`config.mk`:
```
export PLATFORM = sky130hd
export DESIGN_NAME = fetch_unit
export DESIGN_NICKNAME = d
export VERILOG_FILES = /design/src/rtl/fetch_pkg.sv /design/src/rtl/pc_next.sv /design/src/rtl/fetch_unit.sv
export SDC_FILE = /design/constraint.sdc
export NUM_CORES = 1
export LEC_CHECK = 0
export CORE_MARGIN = 10
export CORE_UTILIZATION = 44
export CTS_CLUSTER_SIZE = 20
export DETAILED_ROUTE_END_ITERATION = 8
export PLACE_DENSITY = 0.77
export SYNTH_ARGS = -nofsm -noshare
export SYNTH_HDL_FRONTEND = slang
export SYNTH_SLANG_ARGS = --single-unit
```
`constraint.sdc`:
```
create_clock -name clk -period 2.2 [get_ports clk]
set_input_delay 0.22 -clock clk [delete_from_list [all_inputs] [get_ports clk]]
set_output_delay 0.22 -clock clk [all_outputs]
set_load 0.01 [all_outputs]
```
`src/rtl/fetch_pkg.sv`:
```
// Shared types and constants for the instruction fetch stage.
package fetch_pkg;

    localparam int CODE_W = 9;
    localparam logic [CODE_W-1:0] HALT_CODE_DEFAULT = 9'b111111111;

    typedef enum logic [1:0] {
        IDLE  = 2'd0,
        FETCH = 2'd1,
        HALT  = 2'd2
    } fetch_state_t;

endpackage

```
`src/rtl/pc_next.sv`:
```
// Next program-counter selection: sequential increment, absolute jump or
// pc-relative jump off the address of the instruction being redirected.
module pc_next #(
    parameter int D = 12
) (
    input  logic [D-1:0] prog_ctr,
    input  logic [D-1:0] instr_pc,
    input  logic [D-1:0] branch_target,
    input  logic         take_branch,
    input  logic         branch_rel,
    output logic [D-1:0] next_pc
);

    // D-bit adds wrap naturally, so negative offsets are plain two's complement
    always_comb begin
        if (take_branch) begin
            next_pc = branch_rel ? (instr_pc + branch_target) : branch_target;
        end else begin
            next_pc = prog_ctr + D'(1);
        end
    end

endmodule

```
`src/rtl/fetch_unit.sv`:
```
// Instruction fetch stage: drives the external ROM address and registers the
// returned word with its address, handling stall, branch redirect and halt.
module fetch_unit
    import fetch_pkg::*;
#(
    parameter int                D         = 12,
    parameter logic [CODE_W-1:0] HALT_CODE = HALT_CODE_DEFAULT
) (
    input  logic              clk,
    input  logic              reset,
    input  logic              start,
    input  logic              stall,
    input  logic              branch_en,
    input  logic              branch_rel,
    input  logic [D-1:0]      branch_target,
    output logic [D-1:0]      prog_ctr,
    input  logic [CODE_W-1:0] mach_code,
    output logic [CODE_W-1:0] instr,
    output logic [D-1:0]      instr_pc,
    output logic              instr_valid,
    output logic              done
);

    fetch_state_t      state_q, state_d;
    logic [D-1:0]      pc_d, instr_pc_d, next_pc;
    logic [CODE_W-1:0] instr_d;
    logic              valid_d, done_d;
    logic              take_branch;

    // A redirect only means something when there is a live instruction to redirect
    assign take_branch = (state_q == FETCH) && branch_en && instr_valid;

    pc_next #(.D(D)) u_pc_next (
        .prog_ctr      (prog_ctr),
        .instr_pc      (instr_pc),
        .branch_target (branch_target),
        .take_branch   (take_branch),
        .branch_rel    (branch_rel),
        .next_pc       (next_pc)
    );

    always_comb begin
        state_d    = state_q;
        pc_d       = prog_ctr;
        instr_d    = instr;
        instr_pc_d = instr_pc;
        valid_d    = instr_valid;
        done_d     = done;
        case (state_q)
            IDLE: begin
                pc_d    = '0;
                valid_d = 1'b0;
                if (start) state_d = FETCH;
            end
            FETCH: begin
                // Branch beats both stall and a halt word arriving on the wrong path
                if (take_branch) begin
                    pc_d    = next_pc;
                    valid_d = 1'b0;
                end else if (!stall) begin
                    if (mach_code == HALT_CODE) begin
                        state_d = HALT;
                        valid_d = 1'b0;
                        done_d  = 1'b1;
                    end else begin
                        instr_d    = mach_code;
                        instr_pc_d = prog_ctr;
                        valid_d    = 1'b1;
                        pc_d       = next_pc;
                    end
                end
            end
            HALT: begin
                if (start) begin
                    state_d = FETCH;
                    pc_d    = '0;
                    done_d  = 1'b0;
                end
            end
            default: state_d = IDLE;
        endcase
    end

    always_ff @(posedge clk) begin
        if (reset) begin
            state_q     <= IDLE;
            prog_ctr    <= '0;
            instr       <= '0;
            instr_pc    <= '0;
            instr_valid <= 1'b0;
            done        <= 1'b0;
        end else begin
            state_q     <= state_d;
            prog_ctr    <= pc_d;
            instr       <= instr_d;
            instr_pc    <= instr_pc_d;
            instr_valid <= valid_d;
            done        <= done_d;
        end
    end

endmodule

```
# == Word level (Yosys, flattened, before mapping) ==
# Cells that the tools add are included.
# op_classes
n_eq_ne,10
muxes,21
bitwise,3
n_reduce_logical,12
addsub,2
# ops
op,count
$mux W12,6
$pmux W12 S3,1
$add A12 B1 Y12 const B,1
$add A12 B12 Y12,1
$reduce_and A4 Y1,3
$eq A9 B9 Y1 const B,1
$mux W2,4
$mux W1,7
$ne A2 B2 Y1 const B,3
$ne A3 B3 Y1 const B,2
$reduce_and A5 Y1,1
$ne A2 B1 Y1 const B,2
$pmux W1 S2,2
$pmux W2 S2,1
$reduce_bool A2 Y1,2
$not A1 Y1,3
$reduce_bool A3 Y1,1
$eq A2 B1 Y1 const B,1
$eq A2 B2 Y1 const B,1
$logic_and A1 B1 Y1,2
$logic_not A2 Y1,1
$reduce_and A2 Y1,1
$reduce_or A2 Y1,1
# word_totals
in_bits,27
regBits,37
wordCells,54
out_inout_bits,35

# == Logic depth before layout (Yosys ltp) ==
# Gate-level depths: netlist of the first run.
# logic_depth
word_depth,8
ltp_mapped,9
ltp_nobuf,9

# == Hierarchy ==
# Synthesis of the first run repeated with hierarchy kept, for this count alone.
# hier_totals
hier_cells,299
area_unflattened_um2,2588.7
# by_module_without_submodules
mod,area_per_inst_um2,seq_area_each_um2,instances,cells_each
fetch_unit,1619.1,740.7,1,162
pc_next,969.7,0.0,1,137

# == Least setup slack after synthesis of the first run ==
# No wires, ideal clock.
# synth_path
kind,reg-to-reg
start,register instr_pc[0]
end,register prog_ctr[8]
setup_slack_ps,-47
arrival_time_ps,2130
path_stages_with_launch,10
period_less_slack_ps,2247
path_buffers,0
t_required_ps,2083
setup_ps,117
cell_sequence,dfxtp_1 > ha_1 > fa_1 > a211oi_2 > o21bai_2 > a211oi_2 > o21bai_1 > xnor2_1 > nand3_1 > a32o_1
# synth_via
elab_chain_len,7
# synth_lines
element,line_no,source
start: declaration,fetch_unit.sv:19,"output logic [D-1:0] instr_pc,"
start signal: assignment,fetch_unit.sv:96,instr_pc <= instr_pc_d;
$add A12 B12 Y12 (*),pc_next.sv:17,next_pc = branch_rel ? (instr_pc + branch_target) : branch_target;
$mux W12 (*),pc_next.sv:17,
$mux W12 (*),pc_next.sv:16,if (take_branch) begin
$mux W12,fetch_unit.sv:61,if (mach_code == HALT_CODE) begin
$mux W12,fetch_unit.sv:60,end else if (!stall) begin
$mux W12 (*),fetch_unit.sv:57,if (take_branch) begin
$pmux W12 S3 (*),fetch_unit.sv:49,case (state_q)
end signal: assignment,fetch_unit.sv:94,prog_ctr <= pc_d;
end: declaration,fetch_unit.sv:16,"output logic [D-1:0] prog_ctr,"
# Mark *: on every way between the ends. The rest lies on a longest branch, timed or not. The select of a mux whose other input is x is not followed.
# A chain may end at the register's enable or synchronous reset.

# == Worst setup path in the final report of the first run ==
# Ends and elaborated chain as after synthesis.

==> impl_metrics.ini, run 1 <==
[layout]
final_util = 0.6519
num-fill-cells = 447
area_delta_synth_final_pct = 42.83
nets = 432
n_antenna_cell = 0
multiInputGateArea_sq_mm = 0.001514
drive_above_1_share = 0.1450
seqCellArea_sq_um = 743.2

[clock_network]
clock_path_buffers = 2
insertion_delay_ns = 0.29
cts-root-buf = clkbuf_8
clock_sinks = 37
cts_buffers = 5
cts.htree.levels = 2
clkTransAtPathRegs_ns = 0.08
cts_tree = yes

[pwr]
internal-power_mw = 1.177
ir_worst_vdd_v = 0.0004129
leakagePower_nw = 1.268
switchingPower_uw = 390.2
combinationalPowerShare = 0.162
sequentialPowerShare = 0.442
switching_share = 0.2490
finalPower_mw = 1.567
p_per_area_mw_per_mm2 = 470.7
clkPwrFrac = 0.396

[floorplan]
die_w_um = 92.79
die_y_um = 92.79
ios = 62
core_sq_mm = 0.005107
row_count = 26
dieArea_sq_mm = 0.008609
initial_core_util = 0.4564

[synth]
muxShareOfSynthArea = 0.01718
synth_fa_ha_area_frac = 0.07300
synthFlopType = dfxtp_1
syn_area_per_cell_sq_um = 7.568
postSynthCellCount = 308
synth_area_leaders = dfxtp_1 32%, nand2_1 10%, a21oi_1 8.6%, ha_1 6.4%, o21ai_0 4.1%
yosysTopAreaCell = dfxtp_1
synthXorXnorAreaFrac = 0.02630
netlist_area_sq_mm = 0.002331
yosysWarnings = 0
synth_top_family_by_area = compound AO/OA/AOI/OAI gates
synth-seq-cells = 37
synth_top_cell_area_share = 0.3178
yosys.area_share.simple = 0.2458
async_flop_share = 0
syn_nets = 348
yosysSeqAreaShare = 0.3178
yosysUniqueCellTypes = 54
synth_edf_count = 0
synth_compound_area_frac = 0.2759

[global_route]
grt_start_max_net_pins = 34
grt_pass1_vias = 2545
antenna_found_initial = 0
use_met1 = 0.2048
met3_usage = 0.05892
grt_pass1_wl_um = 12190
grtUsageMet2 = 0.2757
grt_overflow = 0
top_usage_layer = met2
grtUsageTotal = 0.1683

[critical_path]
worst_setup_path_start_kind = flop
startpoint = instr_pc[0]$_SDFFE_PP0P_
reg2reg_slack_ns = 0.06
reg2reg_from = instr_pc[0]$_SDFFE_PP0P_
critPathMaxFanout = 2
critPathCaptureType = flop
timing.rr.end = prog_ctr[8]$_SDFFE_PP0P_
r2r_cells = 9
path_class = reg2reg
crit_arrival_ns = 2.33
endpoint = prog_ctr[8]$_SDFFE_PP0P_
worstPathRequired_ns = 2.39

[sta]
final_max_slew_viol_count = 0
period_share = 0.9726
period_needed_ns = 2.140
fmax_ghz = 0.4674
holdWs_ns = 0.4566
fin_skew_ns = 0.01093
setup_violations = 0
worstMarginPinSlew_ns = 0.6109
slew-limit-headroom = 0.5905
grt_setup_unrepaired = yes
hold_viol_final = 0

[placed_design]
port_buffers = 61
dp_hpwl_um = 5568
place_congestion = 0.9005

[detailed_routing]
via_per_inst = 5.551
drc = 0
routed_wl_um = 7311
drt_pass1_iterations = 4
dr_total_vias = 2570
ant_nets = 0
drt_iter0_drc = 166
routedWlPerCell_um = 15.79

[status]
status = finished, final reports clean

[flow_run]
max-cap-violations = 0

[hold_path]
hp-class = reg2reg
[Yosys cell counts (all sizes together) (3+ instances only)]
cell type   n
a211oi      6
a21o        6
a21oi      40
a31oi       4
and2        3
buf         6
clkbuf      8
dfxtp      37
ha         12
inv         7
mux2i       4
nand2      64
nand2b      3
nand3      15
nand4       5
nor2       17
nor3        9
o21ai      21
o22ai       3
xnor2       4
xor2        3
[layer usage]
layer,vias to the layer above,routed length (um)
met4,0,80
met5,-,0
met2,91,3345
met3,8,668
li1,1283,-
met1,1188,3217
[cell type report]
type | instances | share of cell area
multi-input cells | 249 | 0.4547
repair buffers | 92 | 0.2529
flip-flops and latches | 37 | 0.2232
well taps | 70 | 0.02631
clock buffers | 7 | 0.02593
clock inverters | 1 | 0.009019
inverters | 7 | 0.007892
[through the flow]
step | setup TNS [ns] | std cells | instance area [sq um] | setup slack [ns]
2_1_floorplan | 0 | 308 | 2333 | 0.01382
3_3_place_gp | -1.241 | 454 | 3181 | -0.3668
3_5_place_dp | -1.613 | 454 | 3181 | -0.4052
4_1_cts | 0 | 463 | 3306 | 0.01500
5_1_grt | -0.09029 | 463 | 3329 | -0.04697
6_report | 0 | 463 | 3329 | 0.06029
[state kept, by name (all words and copies together) (netlist names)]
signal	cells
instr_pc	12
instr	9
instr_valid	1
done	1
prog_ctr	12
state_q	2
[power groups by stage]
stage	clock network (mW)	logic, mW	registers, mW
final	0.621	0.254	0.692
after global placement	0	0.246	0.707
after detailed placement	0	0.251	0.707
after global routing	0.656	0.279	0.694
after floorplan	0	0.119	0.711
after CTS	0.631	0.252	0.692
[worst min-delay path by stage]
stage                                      from               endpoint  slack, ns  depth (start not counted)
final                     instr[2]$_SDFFE_PP0P_  instr[2]$_SDFFE_PP0P_       0.46                          2
after global routing      instr[1]$_SDFFE_PP0P_  instr[1]$_SDFFE_PP0P_       0.48                          2
after CTS                 instr[6]$_SDFFE_PP0P_  instr[6]$_SDFFE_PP0P_       0.46                          2
after detailed placement  instr[6]$_SDFFE_PP0P_  instr[6]$_SDFFE_PP0P_       0.45                          2
after global placement    instr[6]$_SDFFE_PP0P_  instr[6]$_SDFFE_PP0P_       0.44                          2
after floorplan                    mach_code[0]  instr[0]$_SDFFE_PP0P_       0.36                          2
[logic make-up after synthesis]
family | Yosys count
fa+ha+maj | 13
mux | 4
compound gates | 101
flops | 37
buf+inv | 22
xor+xnor | 7
simple gates | 124
[timing repair]
| item | CTS | global route |
|---|---|---|
| resized for setup | 2 | 5 |
| buffers inserted | 1 | 0 |
| endpoints found under the setup margin | 1 | 2 |
| hold buffers | 0 | 0 |
| pin swaps | 7 | 3 |
[layout by cell type (no fill, tap or decap), types with 2 or more instances in the layout]
cell type / instances
or3_1: 2
nand2_1: 64
nand2b_1: 3
xor2_1: 3
nor2_2: 4
o22ai_1: 3
mux2i_1: 4
nor2_1: 13
xnor2_1: 4
a21oi_1: 40
a21o_1: 5
o21a_1: 2
ha_1: 11
o211ai_1: 2
inv_1: 7
nand3_1: 15
a31oi_1: 4
buf_4: 31
a211oi_2: 3
o221ai_1: 2
and2_1: 3
dfxtp_1: 35
nand4_1: 5
dfxtp_2: 2
nand3b_1: 2
clkdlybuf4s50_1: 60
nor3_2: 2
nor3_1: 7
o21ai_0: 19
clkbuf_8: 6
a211oi_1: 3
[critical path: stages (launching register included)]
cell and delay [ns]:
dfxtp_2 0.34, ha_4 0.16, fa_2 0.37, a211oi_2 0.27, o21bai_2 0.10, a211oi_2 0.19, o21bai_1 0.10, xnor2_1 0.14
nand3_1 0.09, a32o_1 0.26
Note: power is estimated with default switching activity, not from simulation.
==> run 2: changes to the inputs <==
--- a/config.mk
+++ b/config.mk
@@ -6,10 +6,10 @@
 export NUM_CORES = 1
 export LEC_CHECK = 0
 export CORE_MARGIN = 10
-export CORE_UTILIZATION = 44
+export CORE_UTILIZATION = 40
 export CTS_CLUSTER_SIZE = 20
 export DETAILED_ROUTE_END_ITERATION = 8
-export PLACE_DENSITY = 0.77
+export PLACE_DENSITY = 0.71
 export SYNTH_ARGS = -nofsm -noshare
 export SYNTH_HDL_FRONTEND = slang
 export SYNTH_SLANG_ARGS = --single-unit
==> run 2 against run 1 <==
Count of clock-buffer cells in the layout decreased by 2. Sequential cell count unchanged. Combinational power about the same. Clock power is 14% higher. Maximum frequency fell by 0.66%. Die area grew 7.8%. Critical path type unchanged. Critical endpoint unchanged. Largest power group is now clock. Highest routed layer unchanged.
==> impl_metrics.ini, run 2 (synthesized netlist as in run 1, its figures left out) <==
[floorplan]
die_y_um = 96.34
core_sq_mm = 0.005574
dieArea_sq_mm = 0.009280
initial_core_util = 0.4182
row_count = 27
die_w_um = 96.34
ios = 62

[placed_design]
port_buffers = 61
pre_cts_ws_ns = -0.4231
placed_area_sq_mm = 0.003183
dp_hpwl_um = 5526
place_congestion = 0.9242

[detailed_routing]
drt_pass1_iterations = 5
routedWlPerCell_um = 15.35
drc = 0
dr_total_vias = 2557
drt_iter0_drc = 253
routed_wl_um = 7139
ant_nets = 0
via_per_inst = 5.499

[critical_path]
cp_num_buf_inv = 0
reg2reg_slack_ns = 0.05
crit_chain = ha_4, fa_2, a211oi_2, o21bai_2, a211oi_2, o21bai_1, xnor2_1, nand3_1, a32o_1
cp_slowest_cell = fa_2
path_class = reg2reg
cp_top_family = compound AO/OA/AOI/OAI gates
cpPeakStageDelay_ns = 0.39
crit_arrival_ns = 2.34
critPathCaptureType = flop
timing.rr.end = prog_ctr[8]$_SDFFE_PP0P_
crit_path_frequent_cell = a211oi_2
worst_setup_path_start_kind = flop
reg2reg_from = instr_pc[0]$_SDFFE_PP0P_
r2r_cells = 9
critPathMaxFanout = 2
worstPathRequired_ns = 2.39

[layout]
area_delta_synth_final_pct = 43.75
drive_above_1_share = 0.1476
final_util = 0.6011
num-fill-cells = 519
n_antenna_cell = 0
final_cell_mix = 64 x nand2_1, 60 x clkdlybuf4s50_1, 40 x a21oi_1
final_common_cell = nand2_1
nets = 432
reg.largest.list = instr_pc: 12 flops, prog_ctr: 12 flops, instr: 9 flops
postLayoutCellArea_sq_mm = 0.003351

[sta]
period_share = 0.9791
fin_ws_ns = 0.04604
grt_setup_unrepaired = yes
holdWs_ns = 0.4545
setup_violations = 0
period_needed_ns = 2.154
fmax_ghz = 0.4643
fin_skew_ns = 0.005066
final_max_slew_viol_count = 0
hold_viol_final = 0
slew-limit-headroom = 0.6773
worstMarginPinSlew_ns = 0.4835

[hold_path]
hp-class = reg2reg
min_from = instr[6]$_SDFFE_PP0P_
hold_end = instr[6]$_SDFFE_PP0P_
min_path_cells = 2

[pwr]
finalPower_mw = 1.653
leakagePower_nw = 1.276
ir_worst_vdd_v = 0.0004066
p_per_area_mw_per_mm2 = 493.3

[global_route]
grt_overflow = 0
grt_start_max_net_pins = 34
grtUsageTotal = 0.1561
grt_pass1_wl_um = 11670
antenna_found_initial = 0
grt_pass1_vias = 2492

[clock_network]
clock_sinks = 37
cts_buffers = 5
clock_path_buffers = 2
cts_tree = yes
cts-root-buf = clkbuf_8
clkTransAtPathRegs_ns = 0.08
cts.htree.levels = 2
insertion_delay_ns = 0.29

[flow_run]
max-cap-violations = 0

[status]
status = finished, final reports clean
run 2: area by class of cell:
class	instances	area [sq um]	area share
repair buffers	92	842.1	0.2513
flip-flops and latches	37	743.2	0.2218
well taps	72	90.09	0.02689
inverters	7	26.28	0.007842
multi-input cells	249	1515	0.4522
clock inverters	3	65.06	0.01942
clock buffers	5	68.82	0.02054
run 2: timing repair:
item | in CTS | in global routing
gates resized for setup | 2 | 5
pin swaps | 8 | 1
hold buffers | 0 | 0
endpoints found under the setup margin | 1 | 3
setup buffers | 1 | 0
run 2: worst reg2reg max path, delay by kind of cell, from the launching register on:
kind,cells,cell delay (ns)
compound gates,5,0.90
fa+ha+maj,2,0.55
flops,1,0.34
xor+xnor,1,0.17
simple gates,1,0.09
run 2: where the power goes:
part | internal, mW | switching [mW] | total [mW]
sequential | 0.682 | 0.0111 | 0.693
clock | 0.451 | 0.257 | 0.708
combinational | 0.127 | 0.126 | 0.253
total | 1.26 | 0.394 | 1.65
run 2: layer usage:
layer / part of all wire / track usage / wire, um / vias to the layer above
met5: 0 / 0 / 0 / -
met4: 0.011 / 0.06901 / 76 / 0
met3: 0.089 / 0.05370 / 638 / 13
met2: 0.46 / 0.2500 / 3317 / 77
met1: 0.44 / 0.1850 / 3107 / 1180
li1: - / - / - / 1287
run 2: worst max-delay path by stage:
stage / start / to / slack (ns) / cells past startpoint
3_3_place_gp: branch_target[0] / prog_ctr[8]$_SDFFE_PP0P_ / -0.38 / 10
2_1_floorplan: instr_pc[0]$_SDFFE_PP0P_ / prog_ctr[8]$_SDFFE_PP0P_ / 0.01 / 9
4_1_cts: instr_pc[0]$_SDFFE_PP0P_ / prog_ctr[8]$_SDFFE_PP0P_ / 0.02 / 9
5_1_grt: branch_target[2] / prog_ctr[11]$_SDFFE_PP0P_ / -0.13 / 9
6_report: instr_pc[0]$_SDFFE_PP0P_ / prog_ctr[8]$_SDFFE_PP0P_ / 0.05 / 9
3_5_place_dp: branch_target[0] / prog_ctr[8]$_SDFFE_PP0P_ / -0.42 / 10
run 2: per-stage QoR:
step	std cells	TNS (ns)
after floorplan	308	0
after global placement	456	-1.185
after detailed placement	456	-1.524
after CTS	465	0
after global routing	465	-0.2183
final	465	0
==> run 3: changes to the inputs <==
--- a/config.mk
+++ b/config.mk
@@ -9,7 +9,8 @@
 export CORE_UTILIZATION = 40
 export CTS_CLUSTER_SIZE = 20
 export DETAILED_ROUTE_END_ITERATION = 8
-export PLACE_DENSITY = 0.71
+export DONT_BUFFER_PORTS = 1
+export PLACE_DENSITY = 0.56
 export SYNTH_ARGS = -nofsm -noshare
 export SYNTH_HDL_FRONTEND = slang
 export SYNTH_SLANG_ARGS = --single-unit
==> run 3 against run 2 <==
Register-to-register slack got worse by 0.02 ns. Die area did not move. Utilization fell by 12 points. Non-clock buffer count fell by 69. Design area fell by 20%. Maximum frequency fell by 0.84%. Cell count fell by 15%. Sequential share of layout area rose by 5.3 points. Sequential cell count did not move. Routed wire length rose by 1.5%. Setup slack got worse by 0.018 ns.
==> impl_metrics.ini, run 3 (synthesized netlist as in run 1, its figures left out) <==
[sta]
setup_violations = 0
hold_viol_final = 0
fin_skew_ns = 0.004799
slew-limit-headroom = 0.6632
period_needed_ns = 2.172
grt_setup_unrepaired = yes
worstMarginPinSlew_ns = 0.5040
final_max_slew_viol_count = 0
fmax_ghz = 0.4603
period_share = 0.9874

[floorplan]
initial_core_util = 0.4182
ios = 62
die_y_um = 96.34
row_count = 27
dieArea_sq_mm = 0.009280
core_sq_mm = 0.005574
die_w_um = 96.34

[placed_design]
dp.cells = 386
port_buffers = 0
place_congestion = 0.8484
dp_hpwl_um = 5325

[pwr]
finalPower_mw = 1.399
p_per_area_mw_per_mm2 = 519.0
leakagePower_nw = 1.014
ir_worst_vdd_v = 0.0002856

[hold_path]
hp-class = in2reg

[detailed_routing]
dr_total_vias = 2249
via_per_inst = 5.679
routed_wl_um = 7249
drt_iter0_drc = 120
routedWlPerCell_um = 18.31
drc = 0
drt_pass1_iterations = 7
ant_nets = 0

[critical_path]
cp_slowest_cell = fa_2
cpPeakStageDelay_ns = 0.43
critPathCaptureType = flop
worst_setup_path_start_kind = flop
cp_num_buf_inv = 0
crit_arrival_ns = 2.37
cp_top_family = compound AO/OA/AOI/OAI gates
worstPathRequired_ns = 2.39
critPathMaxFanout = 3
crit_chain = ha_4, fa_2, a211oi_4, o21bai_2, a211oi_2, o21bai_1, xnor2_1, nand3_1, a32o_1
path_class = reg2reg

[clock_network]
cts_tree = yes
insertion_delay_ns = 0.29
cts.htree.levels = 2
cts_buffers = 5
clock_path_buffers = 2
cts-root-buf = clkbuf_8
clock_sinks = 37
clkTransAtPathRegs_ns = 0.08

[global_route]
grtUsageTotal = 0.1605
grt_start_max_net_pins = 32
grt_overflow = 0
grt_pass1_vias = 2194
grt_pass1_wl_um = 11550
antenna_found_initial = 0

[layout]
num-fill-cells = 572
area_delta_synth_final_pct = 15.62
final_cells = 396
final_util = 0.4835
final_cell_mix = 64 x nand2_1, 40 x a21oi_1, 36 x dfxtp_1
reg.largest.list = instr_pc: 12 flops, prog_ctr: 12 flops, instr: 9 flops
drive_above_1_share = 0.1636
nets = 363
n_antenna_cell = 0
final_common_cell = nand2_1

[flow_run]
max-cap-violations = 0

[status]
status = finished, final reports clean
run 3: final timing paths:
kind,cells past startpoint,to,slack (ns),start
setup / recovery,9,prog_ctr[8]$_SDFFE_PP0P_,0.03,instr_pc[0]$_SDFFE_PP0P_
hold / removal,1,prog_ctr[7]$_SDFFE_PP0P_,0.04,branch_rel
setup reg to reg,9,prog_ctr[8]$_SDFFE_PP0P_,0.03,instr_pc[0]$_SDFFE_PP0P_
hold reg to reg,2,instr[4]$_SDFFE_PP0P_,0.51,instr[4]$_SDFFE_PP0P_
run 3: power by group:
part           internal, mW  leakage (nW)  switching (mW)
combinational        0.0615         0.660          0.0939
sequential            0.682         0.300          0.0178
clock                 0.284        0.0542           0.261
run 3: stage by stage:
| step | TNS, ns | worst slack [ns] | hold WS, ns | cell area (sq um) |
|---|---|---|---|---|
| after floorplan | 0 | 0.01382 | 0.3560 | 2333 |
| after global placement | 0 | 0.01530 | 0.2931 | 2505 |
| after detailed placement | 0 | 0.005231 | 0.2949 | 2505 |
| after CTS | 0 | 0.02224 | 0.02870 | 2626 |
| after global routing | -0.1509 | -0.08483 | 0.03283 | 2695 |
| final | 0 | 0.02770 | 0.04285 | 2695 |
run 3: per-layer routing:
metal | global-route usage | share of wire | vias up
met5 | 0 | 0 | -
met4 | 0.04964 | 0.016 | 0
met3 | 0.06304 | 0.098 | 11
met2 | 0.2455 | 0.45 | 60
met1 | 0.2030 | 0.44 | 1032
li1 | - | - | 1146
run 3: final cells by class:
| type | instances | area [sq um] | area share |
|---|---|---|---|
| clock buffers | 7 | 96.34 | 0.03575 |
| clock inverters | 1 | 5.005 | 0.001857 |
| flip-flops and latches | 37 | 742.0 | 0.2753 |
| well taps | 72 | 90.09 | 0.03343 |
| multi-input cells | 249 | 1550 | 0.5752 |
| repair buffers | 23 | 185.2 | 0.06871 |
| inverters | 7 | 26.28 | 0.009749 |
run 3: what timing repair did:
| action | CTS | global route |
|---|---|---|
| pin swaps | 1 | 13 |
| hold buffers | 1 | 0 |
| setup buffers | 0 | 1 |
| endpoints found under the hold margin | 31 | 0 |
| resized for setup | 0 | 12 |
| setup endpoints to repair | 1 | 3 |
